$ cat src/rtl/seq_multiplier_32bit.sv
// Multi-cycle shift-add multiplier for MIPS mult/multu in the execute stage.
// One partial product per cycle; hi/lo update only when a product completes.
module seq_multiplier_32bit #(
    parameter int WIDTH = 32
) (
    input  logic             clk,
    input  logic             reset,
    input  logic             start,
    input  logic             is_signed,
    input  logic [WIDTH-1:0] inp_A,
    input  logic [WIDTH-1:0] inp_B,
    output logic             busy,
    output logic             done,
    output logic [WIDTH-1:0] hi,
    output logic [WIDTH-1:0] lo
);

    // state | meaning
    // IDLE  | waiting for start; hi/lo hold last product
    // RUN   | one shift-add iteration per cycle, WIDTH cycles total
    // DONE  | single-cycle completion pulse; start here re-issues immediately

    localparam int CNT_W = (WIDTH > 1) ? $clog2(WIDTH) : 1;
    localparam logic [CNT_W-1:0] LAST = CNT_W'(WIDTH - 1);

    typedef enum logic [1:0] {
        IDLE = 2'd0,
        RUN  = 2'd1,
        DONE = 2'd2
    } state_t;

    state_t             state;
    logic [WIDTH-1:0]   mcand;
    logic [WIDTH-1:0]   mplier;
    logic [2*WIDTH-1:0] acc;
    logic [CNT_W-1:0]   cnt;
    logic               neg;

    logic [WIDTH-1:0]   mag_a;
    logic [WIDTH-1:0]   mag_b;
    logic               neg_in;
    logic [WIDTH:0]     addend;
    logic [WIDTH:0]     sum;
    logic [2*WIDTH-1:0] acc_next;
    logic [2*WIDTH-1:0] result;

    // Signed operands are reduced to magnitudes; 0x80..0 negates to itself,
    // which is the correct unsigned magnitude.
    always_comb begin
        mag_a  = (is_signed && inp_A[WIDTH-1]) ? -inp_A : inp_A;
        mag_b  = (is_signed && inp_B[WIDTH-1]) ? -inp_B : inp_B;
        neg_in = is_signed & (inp_A[WIDTH-1] ^ inp_B[WIDTH-1]);
    end

    // The add keeps its carry, which becomes the new MSB after the shift.
    always_comb begin
        addend   = mplier[0] ? {1'b0, mcand} : '0;
        sum      = {1'b0, acc[2*WIDTH-1:WIDTH]} + addend;
        acc_next = {sum, acc[WIDTH-1:1]};
        result   = neg ? -acc_next : acc_next;
    end

    always_ff @(posedge clk or posedge reset) begin
        if (reset) begin
            state  <= IDLE;
            mcand  <= '0;
            mplier <= '0;
            acc    <= '0;
            cnt    <= '0;
            neg    <= 1'b0;
            hi     <= '0;
            lo     <= '0;
        end else begin
            case (state)
                IDLE, DONE: begin
                    if (start) begin
                        mcand  <= mag_a;
                        mplier <= mag_b;
                        neg    <= neg_in;
                        acc    <= '0;
                        cnt    <= '0;
                        state  <= RUN;
                    end else begin
                        state  <= IDLE;
                    end
                end
                RUN: begin
                    acc    <= acc_next;
                    mplier <= mplier >> 1;
                    cnt    <= cnt + 1'b1;
                    if (cnt == LAST) begin
                        {hi, lo} <= result;
                        state    <= DONE;
                    end
                end
                default: state <= IDLE;
            endcase
        end
    end

    assign busy = (state == RUN);
    assign done = (state == DONE);

endmodule
$ cat config.mk
export PLATFORM = sky130hd
export DESIGN_NAME = seq_multiplier_32bit
export DESIGN_NICKNAME = d
export VERILOG_FILES = /design/src/rtl/seq_multiplier_32bit.sv
export SDC_FILE = /design/constraint.sdc
export NUM_CORES = 1
export LEC_CHECK = 0
export ABC_AREA = 1
export BUFFER_PORTS_ARGS = -buffer_cell sky130_fd_sc_hd__buf_2
export CORE_AREA = 2 2 160 162
export DETAILED_ROUTE_END_ITERATION = 6
export DIE_AREA = 0 0 162 164
export GPL_ROUTABILITY_DRIVEN = 0
export HOLD_SLACK_MARGIN = 0.03
export PLACE_DENSITY = 0.81
export SYNTH_ARGS = -nofsm -noshare
export SYNTH_HDL_FRONTEND = slang
export SYNTH_SLANG_ARGS = --single-unit
$ cat constraint.sdc
create_clock -name clk -period 7.2 [get_ports clk]
set_clock_uncertainty 0.05 [all_clocks]
set_input_delay 1.44 -clock clk [delete_from_list [all_inputs] [get_ports clk]]
set_output_delay 1.44 -clock clk [all_outputs]
set_load 0.03 [all_outputs]
## After elaboration in Yosys (flattened, before gate mapping)

Index checks and enable logic that the tools add are counted.

| operators by class | value |
|---|---|
| reduce and logical (&&, ||, !) cells | 8 |
| bitwise logic cells | 2 |
| mux-type cells | 13 |
| $add $sub $neg | 5 |
| eq/ne operators | 5 |

Operators with widths:

| kind | count |
|---|---|
| 2-to-1 mux 32 bit | 4 |
| 2-to-1 mux 64 bit | 2 |
| case mux 64 bit (2 select lines) | 1 |
| negator 32 bit | 2 |
| negator 64 bit | 1 |
| case mux 32 bit (2 select lines) | 1 |
| adder 32 x 32 -> 33 bit | 1 |
| case mux 5 bit (2 select lines) | 1 |
| AND reduction 2 bit | 3 |
| adder 5 x 1 -> 5 bit (second input constant) | 1 |
| equality test 5 bit (second input constant) | 1 |
| 2-to-1 mux 5 bit | 1 |
| case mux 2 bit (2 select lines) | 1 |
| equality test 2 x 1 -> 1 bit (second input constant) | 1 |
| equality test 2 bit (second input constant) | 1 |
| logical AND 1 bit | 2 |
| logical NOT 2 bit | 1 |
| 2-to-1 mux 2 bit | 1 |
| inequality test 2 x 1 -> 1 bit (second input constant) | 1 |
| inequality test 2 bit (second input constant) | 1 |
| nonzero test 2 bit | 1 |
| OR reduction 2 bit | 1 |
| AND 1 bit | 1 |
| 2-to-1 mux 1 bit | 1 |
| bitwise XOR 1 bit | 1 |

| word-level totals | value |
|---|---|
| word-level logic and storage cells | 41 |
| output and inout bits | 66 |
| input bits | 68 |
| flip-flop bits (word level) | 200 |

## Longest topological paths before layout

| depth | value |
|---|---|
| depth after elaboration | 4 |
| gate-level depth with buffers | 25 |
| gate-level depth less buffers | 23 |

## Least setup slack after synthesis

OpenSTA, ideal clock, no wires.

| timing | value |
|---|---|
| path kind | input to register |
| start | input port inp_B[0] |
| end | register mplier[28] |
| slack | 4.008 ns |
| setup time | 0.078 ns |
| cell stages on the path | 14 |
| arrival | 3.064 ns |
| required time | 7.072 ns |
| cells stage by stage | inv_1 -> ha_1 -> inv_1 -> nor3_2 -> nand2_2 -> nor4_4 -> nand2_1 -> nor2_1 -> nand4_1 -> o21ai_2 -> nand3_1 -> nand2_1 -> nand2_1 -> o21bai_1 |

| on the way | value |
|---|---|
| word-level cells in the longest chain between the ends | 4 |

Ends and longest elaborated chain:

| item | RTL line | RTL |
|---|---|---|
| start: declaration | 11 | `input logic [WIDTH-1:0] inp_B,` |
| negator 32 bit | 51 | `mag_b = (is_signed && inp_B[WIDTH-1]) ? -inp_B : inp_B;` |
| 2-to-1 mux 32 bit | 51 |  |
| 2-to-1 mux 32 bit | 76 | `if (start) begin` |
| case mux 32 bit (2 select lines) | 74 | `case (state)` |
| end signal: assignment | 78 | `mplier <= mag_b;` |
| end signal: assignment | 89 | `mplier <= mplier >> 1;` |
| end: declaration | 34 | `logic [WIDTH-1:0] mplier;` |

Every way passes these cells. The select of a mux whose other input is x is not followed.
A chain may end at the register's enable or synchronous reset.

## Worst setup path after layout

| timing | value |
|---|---|
| start | register mplier[0] |
| end | register hi[30] |

| on the way | value |
|---|---|
| word-level cells in the longest chain between the ends | 4 |

Ends and longest elaborated chain:

| item | RTL line | RTL |
|---|---|---|
| 2-to-1 mux 32 bit * | 57 | `addend = mplier[0] ? {1'b0, mcand} : '0;` |
| adder 32 x 32 -> 33 bit * | 58 | `sum = {1'b0, acc[2*WIDTH-1:WIDTH]} + addend;` |
| negator 64 bit | 60 | `result = neg ? -acc_next : acc_next;` |
| 2-to-1 mux 64 bit * | 60 |  |
| end signal: assignment | 92 | `{hi, lo} <= result;` |
| end: declaration | 14 | `output logic [WIDTH-1:0] hi,` |

Mark *: on every way between the ends. The rest lies on a longest branch, timed or not.

==> flow_metrics.tcl <==
set metrics [dict create \
    status "finished clean" \
    cellPowerDensity_nw_per_um2 486.0 \
    path_class "reg -> reg" \
    cts_tree "yes" \
    period_needed_ns 3.661 \
    maxCapViolCount 0 \
    fmax_mhz 273.2 \
    fp-row-count 58 \
    grt-ovfl-total 0 \
    start_util_pct 54.39 \
    place_hpwl_um 26360 \
    port_buffers 133 \
    drt_iter0_drc 1226 \
    clk_latency_ns 0.45 \
    startpoint_type "register" \
    drc_errors 0 \
    vias_per_cell 5.424 \
    ys_seq_area_share_pct 36.89 \
    cp_data_required_time_ns 7.48 \
    worst_pin_slew_ns 1.089 \
    cts_hold_buffers 0 \
    antenna_found_initial 1 \
    synth_edf_count 0 \
    antenna_cells 0 \
    ant_nets 0 \
    fp.dieArea_um2 26570 \
    grt_pass1_wl_um 60460 \
    fill_cells 2293 \
    rsz0062_at_grt "no" \
    nNetsFinal 2176 \
    slew_violations 0 \
    synth_seq_cells 199 \
    async_flop_share_pct 100.0 \
    wire_per_inst_um 14.92 \
    synthFlopType "dfrtp_1" \
    fp.coreArea_um2 24820 \
    r2r_start "mplier[0]" \
    setup_ws_ns 3.539 \
    cts_made_buffers 17 \
    cts_setup_buffers 0 \
    grt_pass1_vias 12510 \
    ios 134 \
    syn_inst 1974 \
    yosysWarnings 0 \
    cp-end-kind "register" \
    grt_max_degree 133 \
    synth_fp_nets 2080 \
    setup_tns_ns 0 \
    clk_pin_slew_ns 0.09 \
    post-route-period-util_pct 50.84 \
    yosysUniqueCellTypes 47 \
    drive_gt1_share_pct 12.91 \
    mostFrequentLayoutCell "nand2_1" \
    critical_path_arrival_ns 3.94 \
    die_h_um 164 \
    vdd_drop_max_mv 0.2099 \
    post_cts_resize_count 0 \
    drt_wl_total_um 36000 \
    finalHoldViolCount 0 \
    cts-root-buf "clkbuf_16" \
    final-setup-viol-count 0 \
    place_ws_ns 3.496 \
    chipWidth_um 162 \
    hp-class "reg -> reg" \
    via_count 13089 \
    syn_avg_cell_area_um2 6.838 \
    startpoint "mplier[0]" \
    clockBufferDepth 2 \
    h-tree-depth 4 \
    syn_to_final_growth_pct 11.43 \
    cts.sinks 199 \
    p_leak_nw 7.955 \
    layout_common_cells "659 x nand2_1, 240 x inv_1, 199 x dfrtp_1, 157 x nor2_1, 133 x buf_2" \
    netlist_area_um2 13500 \
    crit_fanout 33 \
    firstDrtPassIters 6 \
    min_from "cnt[3]" \
    grt_usage_pct 27.95 \
    relSlewSlack_pct 27.28 \
]
## sequential cells by signal, summed over array words and instances, names as in the netlist
| register | cells |
|---|---|
| state | 2 |
| hi | 32 |
| acc | 63 |
| neg | 1 |
| mcand | 32 |
| mplier | 32 |
| lo | 32 |
| cnt | 5 |
## cell usage after synthesis, types with 2 or more instances
cell type	instances	area, um2
buf_1	11	41.29
o31ai_1	7	52.55
o21ai_0	126	630.6
nor2_2	18	112.6
xnor2_1	13	113.9
inv_1	242	908.4
o21a_1	2	15.01
a22o_1	3	26.28
dfrtp_1	199	4980
or2_2	5	31.28
nor2_1	158	593.1
o221ai_1	10	87.58
o21bai_1	6	45.04
ha_1	37	462.9
or2_0	2	12.51
nand4_1	26	162.7
nand2_4	3	33.78
nor3_1	21	105.1
nor4_1	2	12.51
a31oi_1	6	37.54
o22ai_1	32	200.2
and2_1	3	18.77
clkbuf_1	49	183.9
o211ai_1	8	60.06
o311ai_0	8	70.07
nor3_2	3	30.03
nor2_4	2	22.52
nand3_1	113	565.5
nand2_2	29	181.4
nand3b_1	6	45.04
and3_1	5	31.28
nand3_2	5	50.05
o21ai_2	3	26.28
a21oi_1	37	185.2
xor2_1	76	665.6
nand2_1	661	2481
o21ai_1	6	30.03
inv_2	21	78.83
clkinv_1	2	7.510
## cells by family after synthesis
group | synth area share, %
AND/OR/NAND/NOR | 33.56
buffers and inverters | 9.131
AO/OA/AOI/OAI | 11.07
flip-flops | 36.89
XOR/XNOR | 5.775
adder cells (fa/ha/maj) | 3.578
## final timing paths
check	end	slack (ns)	depth (start not counted)
max in group asynchronous	hi[8]	4.45	3
max	hi[30]	3.54	19
min	cnt[3]	0.43	1
min in group asynchronous	hi[6]	1.11	2
min reg2reg	cnt[3]	0.43	1
max reg2reg	hi[30]	3.54	19
## final cells by class
type                       instances  area [um2]  area share [%]
clock inverter                    15       211.5           1.406
sequential                       199        4980           33.11
multi-input combinational       1448        7298           48.52
timing repair buffer             139       710.7           4.725
inverter                         265        1002           6.663
tap                              330       412.9           2.745
clock buffer                      17       425.4           2.828
## worst max-delay path, stage by stage (launching register included)
cell	delay [ns]
dfrtp_1	0.99
nand2_1	0.13
inv_1	0.16
ha_1	0.34
nand2_1	0.11
nand2_1	0.11
nand2_1	0.08
nand2_1	0.09
inv_2	0.07
nand3_1	0.18
nand2_1	0.18
nand2_1	0.08
inv_2	0.08
nand2_1	0.07
nor2_1	0.16
nand3_2	0.18
o21bai_4	0.22
nand3_1	0.09
nand3_1	0.09
nand2_1	0.07
## metrics by stage
step           instance area [um2]  std cells  power, mW  hold slack (ns)  util, %
2_1_floorplan                13500       1974      5.012           0.3902        -
3_3_place_gp                 14400       2381      6.027           0.4027    58.04
3_5_place_dp                 14400       2381      6.156           0.4169    58.04
4_1_cts                      15040       2413      7.223           0.4273    60.60
5_1_grt                      15040       2413      7.920           0.4582    60.60
6_report                     15040       2413      7.310           0.4291    60.60
## power breakdown
part           total [mW]  internal (mW)  switching, mW
clock network        1.05          0.517          0.533
logic                4.36           1.35           3.00
registers            1.90           1.58          0.326
## per-layer routing
metal	global-route usage, %	share of wire (%)
met1	37.63	44
met2	44.58	44
met3	4.773	7.5
met4	12.27	4.1
met5	0	0
(Power assumes the default switching activity.)
